==> src/rtl/game_match_tracker.sv <==
// Match scorekeeper: counts games and points per side across a best-of match,
// logs every accepted game result into a small FIFO for a downstream consumer.
module game_match_tracker #(
  parameter int MATCH_WINS = 3,
  parameter int FIFO_DEPTH = 4
) (
  input  logic       clk,
  input  logic       rst_n,
  input  logic       start,
  input  logic       ack,
  input  logic       GAMEOVER,
  input  logic [1:0] WHO,
  input  logic       WINNER,
  input  logic       LOSER,
  output logic [2:0] games_a,
  output logic [2:0] games_b,
  output logic [7:0] pts_a,
  output logic [7:0] pts_b,
  output logic       busy,
  output logic       match_done,
  output logic [1:0] match_who,
  output logic       log_valid,
  output logic [5:0] log_data,
  input  logic       log_ready,
  output logic       overflow,
  output logic       bad_who
);

  localparam int AW = $clog2(FIFO_DEPTH);

  typedef enum logic [1:0] {S_IDLE, S_PLAY, S_DONE} state_t;

  state_t          r_state, w_next;
  logic            r_go_q;
  logic [2:0]      r_games_a, r_games_b;
  logic [7:0]      r_pts_a, r_pts_b;
  logic [1:0]      r_match_who;
  logic [3:0]      r_idx;
  logic            r_ovf, r_bad;
  logic [5:0]      r_mem [FIFO_DEPTH];
  logic [AW-1:0]   r_wp, r_rp;
  logic [AW:0]     r_cnt;

  logic w_gend, w_acc, w_begin, w_a_win, w_b_win;
  logic w_full, w_pop, w_push;

  assign w_gend  = GAMEOVER & ~r_go_q;
  assign w_acc   = (r_state == S_PLAY) & w_gend;
  assign w_begin = (r_state == S_IDLE) & start;
  assign w_a_win = r_games_a >= 3'(MATCH_WINS);
  assign w_b_win = r_games_b >= 3'(MATCH_WINS);

  always_ff @(posedge clk or negedge rst_n) begin
    if (!rst_n) begin
      r_state <= S_IDLE;
      r_go_q  <= 1'b0;
    end else begin
      r_state <= w_next;
      r_go_q  <= GAMEOVER;
    end
  end

  always_comb begin
    w_next = r_state;
    case (r_state)
      S_IDLE:  if (start) w_next = S_PLAY;
      S_PLAY:  if (w_a_win || w_b_win) w_next = S_DONE;
      S_DONE:  if (ack) w_next = S_IDLE;
      default: w_next = S_IDLE;
    endcase
  end

  // Scores only move in PLAY, which keeps everything frozen through DONE.
  always_ff @(posedge clk or negedge rst_n) begin
    if (!rst_n) begin
      r_games_a   <= '0;
      r_games_b   <= '0;
      r_pts_a     <= '0;
      r_pts_b     <= '0;
      r_match_who <= '0;
      r_idx       <= '0;
      r_bad       <= 1'b0;
    end else if (w_begin) begin
      r_games_a   <= '0;
      r_games_b   <= '0;
      r_pts_a     <= '0;
      r_pts_b     <= '0;
      r_match_who <= '0;
      r_idx       <= '0;
    end else if (r_state == S_PLAY) begin
      if (w_acc && WHO == 2'b10 && r_games_a != 3'd7) r_games_a <= r_games_a + 3'd1;
      if (w_acc && WHO == 2'b01 && r_games_b != 3'd7) r_games_b <= r_games_b + 3'd1;
      if (w_acc && (WHO == 2'b00 || WHO == 2'b11))    r_bad     <= 1'b1;
      if (w_acc)                                      r_idx     <= r_idx + 4'd1;
      if (WINNER && r_pts_a != 8'hff) r_pts_a <= r_pts_a + 8'd1;
      if (LOSER  && r_pts_b != 8'hff) r_pts_b <= r_pts_b + 8'd1;
      if (w_a_win)      r_match_who <= 2'b10;
      else if (w_b_win) r_match_who <= 2'b01;
    end
  end

  // A pop frees a slot in the same cycle, so a full FIFO still accepts a push then.
  assign w_full = r_cnt == (AW+1)'(FIFO_DEPTH);
  assign w_pop  = (r_cnt != '0) & log_ready;
  assign w_push = w_acc & (~w_full | w_pop);

  always_ff @(posedge clk or negedge rst_n) begin
    if (!rst_n) begin
      for (int i = 0; i < FIFO_DEPTH; i++) r_mem[i] <= '0;
      r_wp  <= '0;
      r_rp  <= '0;
      r_cnt <= '0;
      r_ovf <= 1'b0;
    end else begin
      if (w_push) begin
        r_mem[r_wp] <= {r_idx, WHO};
        r_wp        <= r_wp + AW'(1);
      end
      if (w_pop) r_rp <= r_rp + AW'(1);
      case ({w_push, w_pop})
        2'b10:   r_cnt <= r_cnt + (AW+1)'(1);
        2'b01:   r_cnt <= r_cnt - (AW+1)'(1);
        default: r_cnt <= r_cnt;
      endcase
      if (w_acc && w_full && !w_pop) r_ovf <= 1'b1;
    end
  end

  assign games_a    = r_games_a;
  assign games_b    = r_games_b;
  assign pts_a      = r_pts_a;
  assign pts_b      = r_pts_b;
  assign match_who  = r_match_who;
  assign busy       = r_state == S_PLAY;
  assign match_done = r_state == S_DONE;
  assign log_valid  = r_cnt != '0;
  assign log_data   = r_mem[r_rp];
  assign overflow   = r_ovf;
  assign bad_who    = r_bad;

endmodule

==> config.mk <==
export PLATFORM = sky130hd
export DESIGN_NAME = game_match_tracker
export DESIGN_NICKNAME = d
export VERILOG_FILES = /design/src/rtl/game_match_tracker.sv
export SDC_FILE = /design/constraint.sdc
export NUM_CORES = 1
export LEC_CHECK = 0
export ABC_AREA = 1
export BUFFER_PORTS_ARGS = -buffer_cell sky130_fd_sc_hd__buf_2
export CAP_MARGIN = 10
export CORE_MARGIN = 3
export CORE_UTILIZATION = 39
export CTS_CLUSTER_SIZE = 40
export DETAILED_ROUTE_END_ITERATION = 10
export GPL_TIMING_DRIVEN = 0
export PLACE_DENSITY_LB_ADDON = 0.1
export SLEW_MARGIN = 20
export SYNTH_ARGS = -nofsm -noshare
export SYNTH_HDL_FRONTEND = slang
export SYNTH_SLANG_ARGS = --single-unit
==> constraint.sdc <==
create_clock -name clk -period 2.28 [get_ports clk]
set_input_delay 0.228 -clock clk [delete_from_list [all_inputs] [get_ports clk]]
set_output_delay 0.228 -clock clk [all_outputs]
set_load 0.03 [all_outputs]
==> flow_summary_export.csv, run 1 <==
group,metric,value,unit
setup_path,path_cells,"dlygate4sd3_1, buf_2, inv_1, nor2_4, nand2_4, clkinv_4, buf_12, nand2_2, ha_1, inv_1, fa_1, a21oi_1, o21ai_1, xor2_1",
global_routing,grt_pass1_wl,13100,microns
synthesis,yosys_warnings,0,
die,die_area,9951,sq um
min_path,worstHoldPathType,"in2reg",
drt,dr.pass1.iters,4,
status,status,"finished clean",
drt,drc_errors,0,
drt,ant_nets,0,
die,fp.coreArea,8382,sq um
synthesis,synth_nets,420,
die,die_w,99.76,microns
sta,max_freq,467.3,MHz
clock_tree,cts_tree,"done",
drt,route.vias.total,2741,
clock_tree,cts_htree_levels,3,
synthesis,synth_area,3428,sq um
drt,viasPerCell,4.869,
synthesis,yosys.area.top_type,"dfrtp_1",
synthesis,synthTopCellsByArea,"dfrtp_1 47%, nand2_1 10%, ha_1 5.8%, o21ai_2 4.6%, nor2_1 4.5%",
place,hpwlAfterDp,5381,microns
global_routing,grt_use_total,0.1644,
synthesis,async_reset_ff_frac,1.000,
synthesis,synth_cell_types,38,
synthesis,syn_inst,393,
sta,setup-tns-final,0,ps
global_routing,antenna_found_initial,0,
clock_tree,clock_sinks,64,
global_routing,grt_pass1_vias,2745,
setup_path,cp-end-kind,"flip-flop",
sta,finalHoldViolations,0,
clock_tree,clock_latency,350,ps
global_routing,overflow,0,
die,start_util,0.4090,
sta,relSlewSlack,0.6779,
die,io_pins,45,
sta,fin_skew,11.66,ps
drt,wl_per_cell,13.24,microns
sta,finalCritPeriodShare,0.9386,
final_layout,antenna_cells,0,
sta,slew_violations,0,
synthesis,synth_area_per_cell,8.723,sq um
global_routing,grt_max_degree,53,
synthesis,synth-seq-cells,64,
clock_tree,cts_root_buf,"clkbuf_8",
place,gp_congestion,0.7636,
die,row_count,33,
final_layout,final_util,0.4922,
final_layout,final_common_cell,"nand2_1",
run,max-cap-violations,0,
power_and_ir_drop,vdd_ir_drop_max,0.0005891,V
synthesis,synth-main-ff-cell,"dfrtp_1",
drt,routed_wl,7456,microns
setup_path,path_common_cell,"inv_1",
setup_path,crit_path_max_incr_delay,530,ps
sta,rsz0062_at_grt,"no",
synthesis,yosysSeqAreaShare,0.4672,
sta,worst_pin_slew,483.1,ps
drt,first_iter_violations,107,
setup_path,critPathLaunchType,"input port",
setup_path,crit_path_top_delay_cell,"dlygate4sd3_1",
setup_path,cp.required,2510,ps
clock_tree,clkTransAtPathRegs,70,ps
setup_path,arrival,2370,ps
setup_path,crit_path_max_fanout,10,
power_and_ir_drop,power.leakage,2.095,nW
clock_tree,numCtsBuffers,9,
place,portBuffers,44,
final_layout,syn_to_final_growth,20.33,%
clock_tree,clk_path_buf_depth,2,
synthesis,netlist.area_leader.share,0.4672,
sta,setup_viol,0,
power_and_ir_drop,p_per_area,1316,nW/um^2
synthesis,synth_edf_count,0,
sta,min_period,2140,ps
setup_path,crit_type,"in2reg",
final_layout,final_cell_mix,"91 x nand2_1, 64 x dfrtp_1, 45 x buf_2",
final_layout,drive_gt1_frac,0.2467,
die,die_h,99.76,microns
final_layout,nets,480,
==> synthesized netlist by cell type, types with 7 or more instances <==
cell type   n
a21oi_1     8
dfrtp_1    64
ha_1       16
inv_1      38
nand2_1    92
nand2_2     7
nand3_1    27
nor2_1     41
o21ai_0    24
o21ai_2    18
==> sequential cells by signal (all words and copies together) (netlist names) <==
signal / cells
pts_b: 8
match_who: 2
r_cnt: 3
games_a: 3
overflow: 1
games_b: 3
pts_a: 8
r_go_q: 1
r_state: 2
r_mem: 24
bad_who: 1
r_rp: 2
r_idx: 4
r_wp: 2
==> final cells by class <==
| type | count | area (sq um) |
|---|---|---|
| fillers | 848 | 4257 |
| flip-flops and latches | 64 | 1602 |
| multi-input cells | 278 | 1593 |
| repair buffers | 49 | 285.3 |
| inverters | 41 | 163.9 |
| clock inverters | 7 | 143.9 |
| well taps | 105 | 131.4 |
| clock buffers | 9 | 123.9 |
| plain buffers | 10 | 82.58 |
==> where the power goes <==
part | switching [mW] | internal [mW] | leakage, nW
Clock | 0.472 | 0.838 | 0.126
Combinational | 1.51 | 0.757 | 1.14
Sequential | 0.322 | 1.53 | 0.827
Total | 2.30 | 3.13 | 2.10
==> worst paths after layout <==
check                                start  cells past startpoint  slack [ps]    endpoint
worst max-delay path              GAMEOVER                     14         140    r_cnt[2]
worst min register to register     bad_who                      1         460     bad_who
worst max register to register  r_state[0]                     12         190    r_cnt[2]
min in group asynchronous            rst_n                      2         270   r_mem[22]
max in group asynchronous            rst_n                      3        1480    pts_b[7]
worst min-delay path                   ack                      2          60  r_state[1]
==> cells by family after synthesis <==
kind of cell	count (synthesis)	synth area share
AOI/OAI and AO/OA	64	0.1226
xor gates and xnor gates	7	0.01788
adders and majority gates	17	0.06423
buffers and inverters	51	0.07190
DFF	64	0.4672
and+or+nand+nor	190	0.2562
==> layer usage <==
layer | track usage | wire, microns | share of wire
met4 | 0.06618 | 135 | 0.018
met3 | 0.03366 | 254 | 0.034
met5 | 0 | 0 | 0
met2 | 0.2401 | 3243 | 0.43
met1 | 0.2375 | 3823 | 0.51
==> worst max-delay path: cells and delay by family <==
family	cells	cell delay, ps
AO/OA/AOI/OAI	2	240
buffers and inverters	6	1000
AND/OR/NAND/NOR	3	210
XOR/XNOR	1	140
adder cells (fa/ha/maj)	2	530
==> through the flow <==
step / std cells / instance area [sq um] / power (mW) / hold WS (ps) / worst slack (ps)
finish: 563 / 4125 / 5.427 / 56.72 / 140.1
global route: 563 / 4125 / 5.868 / 57.51 / 35.90
CTS: 561 / 4098 / 5.472 / 41.75 / 21.71
detailed placement: 543 / 3810 / 4.145 / 99.56 / 35.45
global placement: 542 / 3780 / 4.092 / 351.4 / 79.28
floorplan: 393 / 3428 / 3.505 / -67.59 / 236.2
==> what timing repair did <==
item	CTS	global route
buffers inserted	0	2
hold buffers	2	0
gates resized for setup	0	4
endpoints found under the setup margin	0	1
endpoints found under the hold margin	13	0
Power figures use the tool's default switching activity.
==> run 2, diff against run 1 <==
- clock period: 2.28 -> 1.8 ns (I/O delays scaled with it)
==> flow_summary_export.csv, run 2 (synthesis gave the netlist of run 1 again) <==
group,metric,value,unit
final_layout,antenna_cells,0,
setup_path,cp.required,2020,ps
sta,finalHoldViolations,0,
die,die_h,99.76,microns
die,fp.coreArea,8382,sq um
sta,max_freq,551.2,MHz
final_layout,final_cell_mix,"91 x nand2_1, 63 x dfrtp_1, 44 x buf_2",
place,gp_congestion,0.8143,
drt,routed_wl,7655,microns
die,die_area,9951,sq um
drt,wl_per_cell,13.50,microns
power_and_ir_drop,p_per_area,1639,nW/um^2
global_routing,grt_pass1_vias,2700,
global_routing,use_met3,0.03366,
global_routing,overflow,0,
setup_path,crit_path_top_delay_cell,"dfrtp_1",
setup_path,critPathLaunchType,"flip-flop",
place,portBuffers,44,
sta,worst_pin_slew,561.2,ps
clock_tree,clock_sinks,64,
final_layout,syn_to_final_growth,21.93,%
min_path,holdCritStartpoint,"WHO[1]",
drt,first_iter_violations,117,
drt,route.vias.total,2772,
global_routing,busiest_layer,"met2",
clock_tree,cts_htree_levels,3,
global_routing,antenna_found_initial,0,
sta,fin_skew,8.220,ps
final_layout,drive_gt1_frac,0.2727,
die,start_util,0.4090,
setup_path,path_cells,"nor2_4, nand3_4, nand2_8, ha_4, inv_2, fa_2, a21oi_2, o21ai_1, xor2_1",
sta,min_period,1814,ps
global_routing,grtUsageMet1,0.2390,
sta,rsz0062_at_grt,"yes",
drt,drc_errors,0,
final_layout,largest_reg_flops,24,
power_and_ir_drop,vdd_ir_drop_max,0.0009290,V
status,violations,"setup timing",
min_path,worstHoldPathType,"in2reg",
setup_path,r2r_slack,-10,ps
sta,holdWs,233.6,ps
global_routing,grt_pass1_wl,13130,microns
setup_path,cp-end-kind,"flip-flop",
setup_path,crit_path_max_incr_delay,430,ps
setup_path,timing.rr.end,"r_cnt[2]",
sta,relSlewSlack,0.6259,
die,row_count,33,
place,dpl_cell_area,3862,sq um
global_routing,grt_max_degree,47,
global_routing,groute.layer.met2.usage,0.2473,
setup_path,r2r_cells,9,
setup_path,arrival,2040,ps
sta,setup_viol,1,
clock_tree,clkTransAtPathRegs,80,ps
place,hpwlAfterDp,5445,microns
sta,slew_violations,0,
final_layout,final_area,4180,sq um
sta,finalCritPeriodShare,1.008,
sta,setup-tns-final,-14.13,ps
drt,viasPerCell,4.889,
power_and_ir_drop,power.leakage,2.111,nW
setup_path,crit_type,"reg2reg",
die,die_w,99.76,microns
global_routing,grt_use_total,0.1668,
drt,dr.pass1.iters,4,
min_path,hold-path-endpoint,"r_mem[7]",
clock_tree,clk_path_buf_depth,2,
status,status,"finished, violations left",
run,max-cap-violations,0,
clock_tree,clock_latency,340,ps
setup_path,r2r_start,"r_cnt[1]",
clock_tree,cts_root_buf,"clkbuf_8",
final_layout,regMostFlops,"r_mem",
drt,ant_nets,0,
final_layout,nets,484,
clock_tree,numCtsBuffers,9,
final_layout,final_common_cell,"nand2_1",
die,io_pins,45,
sta,final.setup.worst_slack,-14.13,ps
min_path,worstHoldPathCells,3,
clock_tree,cts_tree,"done",
setup_path,crit_path_max_fanout,4,
==> run 2: timing repair <==
action / CTS / global route
hold buffers: 3 / 0
hold endpoints to repair: 20 / 0
setup endpoints to repair: 8 / 7
setup buffers: 5 / 1
pin swaps: 5 / 3
gates resized for setup: 8 / 8
==> run 2: worst max path at each step <==
stage               startpoint          end  cells past startpoint  slack (ps)
floorplan           r_state[0]     r_cnt[2]                     12         -70
global placement      r_cnt[2]     r_cnt[2]                      8        -220
detailed placement    r_cnt[2]     r_cnt[2]                      8        -210
CTS                    r_rp[0]  log_data[4]                      4           5
global route          r_cnt[1]     r_cnt[2]                      9        -120
finish                r_cnt[1]     r_cnt[2]                      9         -10
==> run 2: layer usage <==
layer	vias to the layer above	wire, microns
met5	-	0
met4	0	117
met3	9	303
met2	49	3381
met1	1299	3853
li1	1415	-
==> run 2: cell type report <==
type | instances | area [sq um]
Clock inverter | 6 | 82.58
Inverter | 41 | 173.9
Sequential cell | 64 | 1603
Buffer | 9 | 67.56
Multi-Input combinational cell | 278 | 1654
Tap cell | 105 | 131.4
Clock buffer | 10 | 137.6
Timing Repair Buffer | 54 | 330.3
Fill cell | 838 | 4202
==> run 2: worst max-delay path, delay by kind of cell, from the launching register on <==
kind,cells,cell delay (ps)
AOI/OAI and AO/OA,2,210
xor gates and xnor gates,1,140
DFF,1,430
and+or+nand+nor,3,410
buffers and inverters,1,50
adders and majority gates,2,460
==> run 2: where the power goes <==
part           total [mW]  internal, mW  leakage, nW  switching (mW)
Combinational        3.09          1.09         1.17            2.00
Clock                1.40         0.810        0.112           0.587
Sequential           2.36          1.94        0.826           0.420
==> run 2: metrics by stage <==
| step | power, mW | cells | worst slack, ps | utilization |
|---|---|---|---|---|
| after floorplan | 4.528 | 393 | -74.20 | - |
| after global placement | 5.280 | 542 | -218.1 | 0.4572 |
| after detailed placement | 5.331 | 543 | -214.5 | 0.4608 |
| after CTS | 6.862 | 566 | 4.817 | 0.4965 |
| after global routing | 7.363 | 567 | -121.2 | 0.4987 |
| final | 6.852 | 567 | -14.13 | 0.4987 |
